$ cat src/rtl/nes_pad_reader.sv
// NES controller poller: latches the pad, shifts out eight buttons and presents them as registered levels.
// Optional macro NES_PRESENCE_EN adds a 9th sample used to detect a connected controller (io_present).
module nes_pad_reader #(
    parameter int unsigned LATCH_CYCLES = 900,
    parameter int unsigned HALF_CYCLES  = 450,
    parameter int unsigned POLL_CYCLES  = 1237500
) (
    input  logic clock,
    input  logic reset,
    input  logic io_padData,
    output logic io_padLatch,
    output logic io_padClock,
    output logic io_a,
    output logic io_b,
    output logic io_select,
    output logic io_start,
    output logic io_up,
    output logic io_down,
    output logic io_left,
    output logic io_right,
`ifdef NES_PRESENCE_EN
    output logic io_present,
`endif
    output logic io_valid
);

    localparam int unsigned PHASE_MAX = (LATCH_CYCLES > HALF_CYCLES) ? LATCH_CYCLES : HALF_CYCLES;
    localparam int unsigned PHASE_W   = $clog2(PHASE_MAX + 1);
    localparam int unsigned POLL_W    = $clog2(POLL_CYCLES);
    localparam int unsigned IDX_W     = 4;
    localparam int unsigned BTN_W     = 8;

    localparam logic [PHASE_W-1:0] LATCH_LAST = PHASE_W'(LATCH_CYCLES - 1);
    localparam logic [PHASE_W-1:0] HALF_LAST  = PHASE_W'(HALF_CYCLES - 1);
    localparam logic [POLL_W-1:0]  POLL_LAST  = POLL_W'(POLL_CYCLES - 1);
    localparam logic [IDX_W-1:0]   IDX_LAST   = IDX_W'(7);
`ifdef NES_PRESENCE_EN
    localparam logic [IDX_W-1:0]   IDX_NINTH  = IDX_W'(8);
`endif

    typedef enum logic [2:0] {
        IDLE,
        LATCH,
        LOW,
        HIGH,
        UPDATE
    } state_t;

    state_t             state, state_d;
    logic [POLL_W-1:0]  poll, poll_d;
    logic [PHASE_W-1:0] phase, phase_d;
    logic [IDX_W-1:0]   idx, idx_d;
    logic [BTN_W-1:0]   shift, shift_d;
    logic [BTN_W-1:0]   btn, btn_d;
    logic               latch_d, pclk_d, valid_d;
    logic               sync1, sync2;
`ifdef NES_PRESENCE_EN
    logic               present, present_d;
    logic               sample9;
`endif

    // Two-flop synchroniser for the asynchronous pad data line
    always_ff @(posedge clock) begin
        if (reset) begin
            sync1 <= 1'b1;
            sync2 <= 1'b1;
        end else begin
            sync1 <= io_padData;
            sync2 <= sync1;
        end
    end

    // State, counters and all outputs are registered together
    always_ff @(posedge clock) begin
        if (reset) begin
            state       <= IDLE;
            poll        <= '0;
            phase       <= '0;
            idx         <= '0;
            shift       <= '0;
            btn         <= '0;
            io_padLatch <= 1'b0;
            io_padClock <= 1'b0;
            io_valid    <= 1'b0;
`ifdef NES_PRESENCE_EN
            present     <= 1'b0;
`endif
        end else begin
            state       <= state_d;
            poll        <= poll_d;
            phase       <= phase_d;
            idx         <= idx_d;
            shift       <= shift_d;
            btn         <= btn_d;
            io_padLatch <= latch_d;
            io_padClock <= pclk_d;
            io_valid    <= valid_d;
`ifdef NES_PRESENCE_EN
            present     <= present_d;
`endif
        end
    end

    // Next-state, counters, shift capture and output next values
    always_comb begin
        state_d = state;
        poll_d  = poll + POLL_W'(1);
        phase_d = phase + PHASE_W'(1);
        idx_d   = idx;
        shift_d = shift;
        btn_d   = btn;
`ifdef NES_PRESENCE_EN
        present_d = present;
        sample9   = 1'b1;
`endif

        case (state)
            IDLE: begin
                if (poll == POLL_LAST) state_d = LATCH;
            end
            LATCH: begin
                if (phase == LATCH_LAST) begin
                    state_d = LOW;
                    idx_d   = '0;
                end
            end
            LOW: begin
                if (phase == HALF_LAST) begin
`ifdef NES_PRESENCE_EN
                    if (idx == IDX_NINTH) begin
                        // 9th bit is taken uninverted: 0 means a real pad drove the line
                        sample9 = sync2;
                        state_d = UPDATE;
                    end else begin
                        shift_d[idx[2:0]] = ~sync2;
                        state_d           = HIGH;
                    end
`else
                    shift_d[idx[2:0]] = ~sync2;
                    state_d           = HIGH;
`endif
                end
            end
            HIGH: begin
                if (phase == HALF_LAST) begin
                    idx_d = idx + IDX_W'(1);
`ifdef NES_PRESENCE_EN
                    state_d = LOW;
`else
                    state_d = (idx == IDX_LAST) ? UPDATE : LOW;
`endif
                end
            end
            UPDATE: begin
                state_d = IDLE;
            end
            default: begin
                state_d = IDLE;
            end
        endcase

        if (state_d != state) phase_d = '0;
        if (state_d == LATCH && state != LATCH) poll_d = '0;

        // Buttons load on the edge that enters UPDATE, together with valid
        if (state_d == UPDATE && state != UPDATE) begin
`ifdef NES_PRESENCE_EN
            btn_d     = sample9 ? '0 : shift_d;
            present_d = ~sample9;
`else
            btn_d     = shift_d;
`endif
        end

        latch_d = (state_d == LATCH);
        pclk_d  = (state_d == HIGH);
        valid_d = (state_d == UPDATE);
    end

    assign io_a      = btn[0];
    assign io_b      = btn[1];
    assign io_select = btn[2];
    assign io_start  = btn[3];
    assign io_up     = btn[4];
    assign io_down   = btn[5];
    assign io_left   = btn[6];
    assign io_right  = btn[7];
`ifdef NES_PRESENCE_EN
    assign io_present = present;
`endif

endmodule
$ cat config.mk
export PLATFORM = sky130hd
export DESIGN_NAME = nes_pad_reader
export DESIGN_NICKNAME = d
export VERILOG_FILES = /design/src/rtl/nes_pad_reader.sv
export SDC_FILE = /design/constraint.sdc
export NUM_CORES = 1
export LEC_CHECK = 0
export BUFFER_PORTS_ARGS = -buffer_cell sky130_fd_sc_hd__buf_2
export CAP_MARGIN = 10
export CORE_UTILIZATION = 54
export DETAILED_ROUTE_END_ITERATION = 10
export HOLD_SLACK_MARGIN = 0.15
export MAX_ROUTING_LAYER = met4
export PLACE_DENSITY = 0.74
export SYNTH_ARGS = -nofsm -noshare
export SYNTH_HDL_FRONTEND = slang
export SYNTH_SLANG_ARGS = --single-unit
$ cat constraint.sdc
create_clock -name clock -period 2 [get_ports clock]
set_input_delay 0.3 -clock clock [delete_from_list [all_inputs] [get_ports clock]]
set_output_delay 0.3 -clock clock [all_outputs]
set_load 0.01 [all_outputs]
==> flow_metrics.tcl <==
set metrics [dict create \
    drt_first_pass_iters 4 \
    synth_edf_count 0 \
    die_area_um2 5210 \
    p_leak_nw 1.24 \
    r2r-end "poll[17]$_SDFF_PP0_" \
    rr_startpoint "state[1]$_SDFF_PP0_" \
    finalClockSkew_ps 7.80 \
    cp.required_ps 2210 \
    worstSetupStartpointType "flip-flop" \
    cp.arrival_ps 2180 \
    crit_buf_inv 1 \
    yosysUniqueCellTypes 52 \
    area_growth_pct 20.6 \
    maxClockFrequency_ghz 0.506 \
    rows 25 \
    ant_nets 0 \
    synthArstFlopShare 0 \
    yosys_warnings 0 \
    ios 14 \
    place.port_buffers 13 \
    cp-end-kind "flip-flop" \
    synth_area_per_cell_um2 9.27 \
    synth_area_leaders "dfxtp_1 (44%), xor2_1 (6.3%), nor2_1 (4.7%)" \
    nets 331 \
    seq_area_um2 1180 \
    holdPathStages 2 \
    cap_violations 0 \
    initial_core_util 0.563 \
    critical_path.top_delay_family "simple AND/OR/NAND/NOR gates" \
    rsz0062_at_grt "true" \
    r2r.worst_path.cells 6 \
    clk_pin_slew_ps 70 \
    ys_ff_latch 59 \
    setup_tns_ps 0 \
    fp.dieH_um 72.2 \
    status "finished clean" \
    cp_slowest_stage_delay_ps 540 \
    crit_chain "or4b_4, nor4_4, nand3b_4, a31oi_4, clkbuf_16, nor3_1" \
    wl_per_cell_um 13.3 \
    synthCells 287 \
    drc 0 \
    tightestPinTransition_ps 471 \
    cts_sinks 59 \
    final_max_slew_viol_count 0 \
    place_area_um2 2930 \
    critical_path_class "flip-flop to flip-flop" \
    worstPathMaxFanout 7 \
    syn_nets 294 \
    grt_max_degree 30 \
    synth_top_area_cell "dfxtp_1" \
    avgViaCountPerCell 5.46 \
    whs_endpoint "btn[2]$_SDFFE_PP0P_" \
    vdd_ir_drop_max_mv 0.371 \
    rrSetupSlack_ps 20 \
    cts.path.max_buffers 2 \
    die_width_um 72.2 \
    tritoncts "yes" \
    p_per_area_nw_per_um2 693 \
    grt_pass1_vias 1954 \
    slew_headroom 0.685 \
    setup_viol 0 \
    core_area_um2 4720 \
    htree_num_levels 3 \
    root_buffer "clkbuf_8" \
    min_path_type "input port to flip-flop" \
    place_congestion 0.815 \
    netlist_area_um2 2660 \
    ys.flop_type "dfxtp_1" \
    finalCritPeriodShare 0.989 \
    hold_start "reset" \
    diodes 0 \
    seq_area_frac_synth 0.444 \
    numCtsBuffers 9 \
    fillers 389 \
    antenna_found_initial 0 \
    track_usage 0.220 \
    clk_latency_ps 330 \
    final_layout_size_suffix_gt1_frac 0.216 \
    hold_viol 0 \
    synth_top_area_share 0.444 \
    multi_input_area_um2 1460 \
    wl_um 5280 \
    grt-ovfl-total 0 \
    postLayoutCellArea_um2 3210 \
    slowest_stage "or4b_4" \
    grt_first_pass_wirelength_um 8510 \
    vias 2161 \
    drt_iter0_markers 109 \
    dp_hpwl_um 3500 \
    period_needed_ps 1980 \
]
## state kept, by name (all words and copies together), names as in the netlist
name / cells
shift: 8
phase: 10
btn: 8
poll: 21
idx: 4
io_valid: 1
state: 3
sync1: 1
sync2: 1
io_padClock: 1
io_padLatch: 1
## worst max path at each step
| stage | from | end | slack, ps | cells after the start |
|---|---|---|---|---|
| 3_5_place_dp | phase[3]$_SDFF_PP0_ | io_padLatch$_SDFF_PP0_ | 10 | 6 |
| 3_3_place_gp | phase[3]$_SDFF_PP0_ | io_padLatch$_SDFF_PP0_ | 60 | 6 |
| 2_1_floorplan | state[1]$_SDFF_PP0_ | poll[15]$_SDFF_PP0_ | 40 | 7 |
| 6_report | state[1]$_SDFF_PP0_ | poll[17]$_SDFF_PP0_ | 20 | 6 |
| 4_1_cts | phase[3]$_SDFF_PP0_ | io_padLatch$_SDFF_PP0_ | 2 | 6 |
| 5_1_grt | state[1]$_SDFF_PP0_ | poll[7]$_SDFF_PP0_ | -40 | 6 |
## what timing repair did
| item | in CTS | in global routing |
|---|---|---|
| setup buffers | 0 | 2 |
| endpoints found under the hold margin | 1 | 0 |
| endpoints found under the setup margin | 0 | 28 |
| gates resized for setup | 0 | 12 |
| hold buffers | 1 | 0 |
## final cells by class
class,count,area share
Tap cell,67,0.0261
Multi-Input combinational cell,213,0.455
Timing Repair Buffer,37,0.0916
Clock inverter,2,0.00312
Inverter,4,0.00468
Clock buffer,14,0.0507
Sequential cell,59,0.368
## report_power, final
group	internal, W	leakage [nW]	switching (W)
logic	0.0000328	0.668	0.0000381
clock network	0.000515	0.0905	0.000437
registers	0.00119	0.477	0.0000124
## synth_stat cells, types with 2 or more instances
| library cell | n |
|---|---|
| nand4_1 | 9 |
| nor4_1 | 4 |
| o31ai_1 | 2 |
| ha_1 | 4 |
| buf_4 | 2 |
| xor2_1 | 19 |
| and4_1 | 2 |
| or4_1 | 3 |
| xnor2_1 | 10 |
| nor3_1 | 20 |
| dfxtp_1 | 59 |
| nor2_1 | 33 |
| or3_1 | 6 |
| o21ai_0 | 10 |
| nand3b_1 | 7 |
| clkbuf_1 | 7 |
| nor3_2 | 2 |
| and3_1 | 4 |
| nand3_1 | 12 |
| nand2_1 | 14 |
| mux2i_1 | 6 |
| or2_2 | 2 |
| nand2b_1 | 9 |
| a21oi_1 | 10 |
| inv_1 | 4 |
## stage by stage
stage	util	power, W	instances	hold slack [ps]	setup slack (ps)
global placement	0.620	0.00129	376	391	58.8
global route	0.679	0.00231	396	340	-38.5
floorplan	-	0.00127	287	389	39.5
finish	0.679	0.00222	396	329	22.8
detailed placement	0.620	0.00129	376	415	14.5
CTS	0.659	0.00224	393	327	1.68
## layer usage
layer | GRT usage | share of wire
met4 | 0.144 | 0.031
met5 | - | 0
met3 | 0.0486 | 0.027
met2 | 0.333 | 0.49
met1 | 0.263 | 0.45
## kinds of logic after synthesis
logic type | Yosys count | synth area share
simple gates | 143 | 0.316
flops | 59 | 0.444
compound gates | 31 | 0.0762
mux | 6 | 0.0226
fa+ha+maj | 4 | 0.0188
xor+xnor | 29 | 0.0954
buf+inv | 15 | 0.0268
## layout by cell type (no fill, tap or decap), types with 2 or more instances in the layout
cell / count
xor2_1: 19
o21ai_2: 2
or4_1: 2
nand4_1: 9
and3_1: 4
or2_2: 2
clkbuf_1: 3
nand3_1: 11
nor2_1: 33
dfxtp_1: 58
or4b_4: 2
or3_1: 6
o21ai_0: 9
nor4_4: 2
clkbuf_8: 11
a21oi_1: 10
clkinv_2: 2
o31ai_1: 2
xnor2_1: 10
nor4_1: 3
buf_4: 19
nor3_2: 2
nand3b_1: 7
inv_1: 4
buf_12: 2
and4_1: 2
nor3_1: 20
nand2b_1: 9
mux2i_1: 6
ha_1: 4
nand2_1: 14
buf_2: 13
No activity file was read; power rests on OpenSTA's default activity.
